[config.mk]
export PLATFORM = sky130hd
export DESIGN_NAME = bus_mux_reg
export DESIGN_NICKNAME = d
export VERILOG_FILES = /design/src/rtl/bus_pkg.sv /design/src/rtl/bus_arb_pick.sv /design/src/rtl/bus_mux_reg.sv
export SDC_FILE = /design/constraint.sdc
export NUM_CORES = 1
export LEC_CHECK = 0
export BUFFER_PORTS_ARGS = -buffer_cell sky130_fd_sc_hd__buf_2
export CAP_MARGIN = 20
export CORE_AREA = 3 3 322 324
export DETAILED_ROUTE_END_ITERATION = 7
export DIE_AREA = 0 0 325 327
export RECOVER_POWER = 50
export SLEW_MARGIN = 20
export SYNTH_ARGS = -nofsm -noshare
export SYNTH_HDL_FRONTEND = slang
export SYNTH_SLANG_ARGS = --single-unit
[constraint.sdc]
create_clock -name clk -period 1.05 [get_ports clk]
set_clock_uncertainty 0.2 [all_clocks]
set_input_delay 0.0525 -clock clk [delete_from_list [all_inputs] [get_ports clk]]
set_output_delay 0.0525 -clock clk [all_outputs]
set_load 0.005 [all_outputs]
[src/rtl/bus_pkg.sv]
// Shared constants and helpers for the registered CPU datapath bus (bus_mux_reg).
package bus_pkg;

  localparam int unsigned ARB_FIXED = 0;
  localparam int unsigned ARB_RR    = 1;
  localparam int unsigned MAX_SRC   = 256;

  // Index width for a set of n sources; never narrower than one bit.
  function automatic int unsigned idx_w(input int unsigned n);
    return (n > 1) ? $clog2(n) : 1;
  endfunction

  // True when more than one bit is set: clearing the lowest set bit leaves something.
  function automatic logic multi_hot(input logic [MAX_SRC-1:0] v);
    return (v & (v - MAX_SRC'(1))) != '0;
  endfunction

endpackage

[src/rtl/bus_arb_pick.sv]
// Combinational picker: first asserted request at or after i_start, wrapping at NUM_SRC-1.
module bus_arb_pick
  import bus_pkg::*;
#(
  parameter int unsigned NUM_SRC = 24,
  parameter int unsigned IDX_W   = idx_w(NUM_SRC)
) (
  input  logic [NUM_SRC-1:0] i_req,
  input  logic [IDX_W-1:0]   i_start,
  output logic [IDX_W-1:0]   o_grant_c,
  output logic               o_any_req_c
);

  always_comb begin
    o_grant_c   = '0;
    o_any_req_c = 1'b0;
    for (int unsigned k = 0; k < NUM_SRC; k++) begin
      int unsigned idx;
      idx = int'(i_start) + k;
      if (idx >= NUM_SRC) idx = idx - NUM_SRC;
      if (!o_any_req_c && i_req[IDX_W'(idx)]) begin
        o_grant_c   = IDX_W'(idx);
        o_any_req_c = 1'b1;
      end
    end
  end

endmodule

[src/rtl/bus_mux_reg.sv]
// Registered datapath bus: one-hot source select with fixed/round-robin arbitration,
// stall and sticky contention detection. Define BUS_CONTENTION_CNT_EN for contention_cnt.
module bus_mux_reg
  import bus_pkg::*;
#(
  parameter int unsigned WIDTH    = 32,
  parameter int unsigned NUM_SRC  = 24,
  parameter int unsigned ARB_MODE = ARB_FIXED,
  parameter int unsigned CNT_W    = 8,
  localparam int unsigned IDX_W   = idx_w(NUM_SRC)
) (
  input  logic                     clk,
  input  logic                     clr,
  input  logic [NUM_SRC*WIDTH-1:0] src_data,
  input  logic [NUM_SRC-1:0]       src_en,
  input  logic                     stall,
  input  logic                     clr_err,
  output logic [WIDTH-1:0]         bus_out,
  output logic                     bus_valid,
  output logic [IDX_W-1:0]         bus_src,
  output logic                     contention
`ifdef BUS_CONTENTION_CNT_EN
  ,output logic [CNT_W-1:0]        contention_cnt
`endif
);

  if (NUM_SRC < 2 || NUM_SRC > MAX_SRC || CNT_W < 1 || ARB_MODE > ARB_RR) begin : g_param_check
    $error("bus_mux_reg: illegal parameter combination");
  end

  logic [WIDTH-1:0] w_src_arr [NUM_SRC];
  logic [IDX_W-1:0] w_start;
  logic [IDX_W-1:0] w_grant;
  logic [IDX_W-1:0] w_next_ptr;
  logic             w_any;
  logic             w_multi;

  logic [WIDTH-1:0] r_bus_out;
  logic             r_bus_valid;
  logic [IDX_W-1:0] r_bus_src;
  logic [IDX_W-1:0] r_rr_ptr;
  logic             r_contention;

  for (genvar g = 0; g < NUM_SRC; g++) begin : g_unpack
    assign w_src_arr[g] = src_data[g*WIDTH +: WIDTH];
  end

  // Fixed priority is round-robin pinned to a start index of zero.
  assign w_start    = (ARB_MODE == ARB_RR) ? r_rr_ptr : '0;
  assign w_multi    = multi_hot(MAX_SRC'(src_en));
  assign w_next_ptr = (w_grant == IDX_W'(NUM_SRC - 1)) ? '0 : w_grant + IDX_W'(1);

  bus_arb_pick #(
    .NUM_SRC (NUM_SRC),
    .IDX_W   (IDX_W)
  ) u_pick (
    .i_req       (src_en),
    .i_start     (w_start),
    .o_grant_c   (w_grant),
    .o_any_req_c (w_any)
  );

  always_ff @(posedge clk or posedge clr) begin
    if (clr) begin
      r_bus_out    <= '0;
      r_bus_valid  <= 1'b0;
      r_bus_src    <= '0;
      r_rr_ptr     <= '0;
      r_contention <= 1'b0;
    end else if (!stall) begin
      if (w_any) begin
        r_bus_out   <= w_src_arr[w_grant];
        r_bus_src   <= w_grant;
        r_bus_valid <= 1'b1;
        if (ARB_MODE == ARB_RR) r_rr_ptr <= w_next_ptr;
      end else begin
        r_bus_valid <= 1'b0;
      end
      // A new contention event outranks a simultaneous clear.
      if (w_multi)      r_contention <= 1'b1;
      else if (clr_err) r_contention <= 1'b0;
    end
  end

`ifdef BUS_CONTENTION_CNT_EN
  logic [CNT_W-1:0] r_cnt;

  always_ff @(posedge clk or posedge clr) begin
    if (clr) begin
      r_cnt <= '0;
    end else if (!stall) begin
      if (w_multi)      r_cnt <= clr_err ? CNT_W'(1) : ((&r_cnt) ? r_cnt : r_cnt + CNT_W'(1));
      else if (clr_err) r_cnt <= '0;
    end
  end

  assign contention_cnt = r_cnt;
`endif

  assign bus_out    = r_bus_out;
  assign bus_valid  = r_bus_valid;
  assign bus_src    = r_bus_src;
  assign contention = r_contention;

endmodule

==> flow_summary_export.csv <==
group,metric,value,unit
setup_path,cp_top_family,"simple AND/OR/NAND/NOR gates",
detailed_routing,drc,0,
grt,antenna_found_initial,80,
sta,tns,-61020,ps
status,status,"finished, violations left",
setup_path,crit_slowest_cell,"or4_4",
synthesis,yosysUniqueCellTypes,53,
grt,gr-usage-all-layers,17.8,%
setup_path,path_max_fanout,13,
setup_path,cp-startpoint,"src_en[3]",
place,gp_congestion,0.930,
sta,hold_slack,-94.2,ps
floorplan,die_h,327,um
clock_tree,clkLatencyLatePin,320,ps
synthesis,synth_edf_count,0,
synthesis,async_flop_share,100,%
sta,rsz0062_at_grt,"yes",
power,p_per_area,634,nW/um^2
layout,syn_to_final_growth,133,%
grt,grt_pass1_vias,15286,
layout,regArea,996,sq um
setup_path,crit_path_frequent_cell,"buf_4",
clock_tree,cts_hold_buf,8,
sta,maxSlewViolCount,0,
sta,min_period,2780,ps
floorplan,dieArea,106000,sq um
setup_path,end_kind,"flop",
synthesis,synthFlopType,"dfrtp_1",
layout,finalNetCount,3106,
sta,finalCritPeriodShare,265,%
floorplan,fp-row-count,117,
place,placed_area,16400,sq um
layout,final_common_cell,"buf_2",
worst_hold_path,worstHoldStart,"src_data[728]",
grt,grt_pass1_wl,130000,um
status,violations,"negative hold slack, negative setup slack",
clock_tree,cts_root_buffer,"clkbuf_16",
floorplan,start_util,8.19,%
setup_path,cp_data_arrival_time,2780,ps
sta,setup-violations-final,88,
detailed_routing,drtIter0Drc,1106,
setup_path,cp_cell_sequence,"buf_8, nor4_4, buf_4, nand4_4, or4_4, buf_4, buf_6, nand3_4, buf_16, nand3_1, a31oi_2, buf_4, nand3b_1",
clock_tree,ctsHtreeMaxLevel,2,
power,power_leakage,0.00898,uW
sta,hold_violations,28,
setup_path,r2r_start,"bus_out[25]$_DFFE_PP0P_",
synthesis,ys_seq_area_share,11.7,%
sta,max_freq,360,MHz
layout,drive_gt1_share,60.7,%
place,dpl.cell_count,3580,
power,finalPower,12300,uW
detailed_routing,routed_wl,103000,um
synthesis,synth_area_per_cell,6.82,sq um
synthesis,yosys_warnings,0,
setup_path,worst_setup_path_start_kind,"input port",
clock_tree,cts.sinks,39,
clock_tree,cts-buffers-inserted,5,
sta,relSlewSlack,63.2,%
layout,multi_input_area,7740,sq um
detailed_routing,postRouteAntennaNets,0,
layout,layout_common_cells,"800 x buf_2, 362 x nand2_1, 217 x buf_4, 115 x mux2i_1, 104 x a21oi_1",
detailed_routing,wl_per_cell,27.6,um
worst_hold_path,hold_class,"in -> reg",
detailed_routing,dr_total_vias,15309,
place,io_buffers,834,
power,ir_drop,0.565,mV
setup_path,worstSetupPathType,"in -> reg",
synthesis,ys_seq_elements,39,
detailed_routing,dr.pass1.iters,8,
floorplan,die_x,325,um
floorplan,top_level_ports,835,
grt,grt_max_degree,40,
setup_path,cp_num_buf_inv,6,
layout,fillers,11484,
floorplan,core-area,101000,sq um
place,dp_hpwl,84600,um
setup_path,crit_required,1050,ps
layout,final_cell_count_no_fill,3708,
synthesis,synthesis.nets,2014,
job,maxCapViolations,0,
grt,overflow,0,
detailed_routing,vias_per_cell,4.13,
clock_tree,clkTransAtPathRegs,70,ps
layout,final_cell_area,19400,sq um
setup_path,cpPeakStageDelay,490,ps
setup_path,r2r_slack,-400,ps
sta,layout_setup_ws,-1730,ps
clock_tree,clockBufferDepth,2,
clock_tree,cts_tree,"built",
synthesis,synth_area,8310,sq um
synthesis,syn_inst,1218,
sta,tightest_slew,549,ps
## path summary, 6_finish.rpt
path                                           end  cells after the start
setup / recovery           bus_out[25]$_DFFE_PP0P_                     13
hold / removal             bus_out[24]$_DFFE_PP0P_                      5
setup reg to reg           bus_out[25]$_DFFE_PP0P_                      5
hold reg to reg             bus_src[1]$_DFFE_PP0P_                      2
max in group asynchronous  bus_out[17]$_DFFE_PP0P_                      4
min in group asynchronous  bus_out[15]$_DFFE_PP0P_                      4
## registers in the layout, summed over array words and instances (netlist names)
| register | count |
|---|---|
| contention | 1 |
| bus_src | 5 |
| bus_valid | 1 |
| bus_out | 32 |
## where the power goes
group | switching, uW | leakage (uW) | total (uW) | internal, uW
Sequential | 304 | 0.000459 | 2010 | 1710
Combinational | 4110 | 0.00845 | 8400 | 4290
Clock | 907 | 0.0000743 | 1870 | 961
Total | 5320 | 0.00898 | 12300 | 6960
## layer usage
layer | track usage, % | wire length (um) | up-vias
met2 | 29.1 | 46800 | 979
li1 | - | - | 6824
met4 | 5.40 | 3600 | 14
met3 | 3.30 | 7200 | 183
met1 | 23.8 | 44800 | 7309
met5 | 0 | 106 | -
## cell usage after synthesis (15+ instances only)
library cell / number / area [sq um]
a21oi_1: 135 / 676
a221o_1: 51 / 510
a31oi_1: 32 / 200
a32oi_1: 21 / 184
buf_1: 16 / 60.1
buf_2: 15 / 75.1
clkbuf_1: 84 / 315
dfrtp_1: 39 / 976
mux2i_1: 134 / 1340
mux4_2: 30 / 676
nand2_1: 371 / 1390
nand3_1: 97 / 485
nand3b_1: 24 / 180
nor2_1: 19 / 71.3
o221ai_1: 27 / 236
## metrics by stage
step | setup slack, ps | utilization [%]
CTS | -1600 | 18.3
global route | -1730 | 19.1
detailed placement | -2250 | 16.1
finish | -1730 | 19.1
global placement | -2250 | 16.1
floorplan | -1660 | -
## cells by family after synthesis
kind of cell               count (synthesis)  synth area share (%)
and+or+nand+nor                          554                  29.7
AOI/OAI and AO/OA                        334                  27.8
muxes                                    165                  24.4
buffers and inverters                    125                  6.23
DFF                                       39                  11.7
adders and majority gates                  1                 0.120
## worst min-delay path, cell delays in order
cell	delay (ps)
buf_2	80
nand2_1	40
nand3_1	70
a31oi_1	70
nand3_1	80
## repair_timing
action / 4_1_cts / 5_1_grt
pin swaps: 59 / 46
endpoints found under the setup margin: 78 / 78
hold endpoints to repair: 71 / 25
buffers inserted: 56 / 25
cloned: 13 / 10
resized for setup: 259 / 90
## layout make-up
type,instances,share of cell area (%)
repair buffers,1204,44.8
multi-input cells,1054,39.9
well taps,1368,8.83
flip-flops and latches,39,5.14
clock buffers,7,0.736
diodes,29,0.375
inverters,6,0.136
clock inverters,1,0.0452
Power figures use the tool's default switching activity.
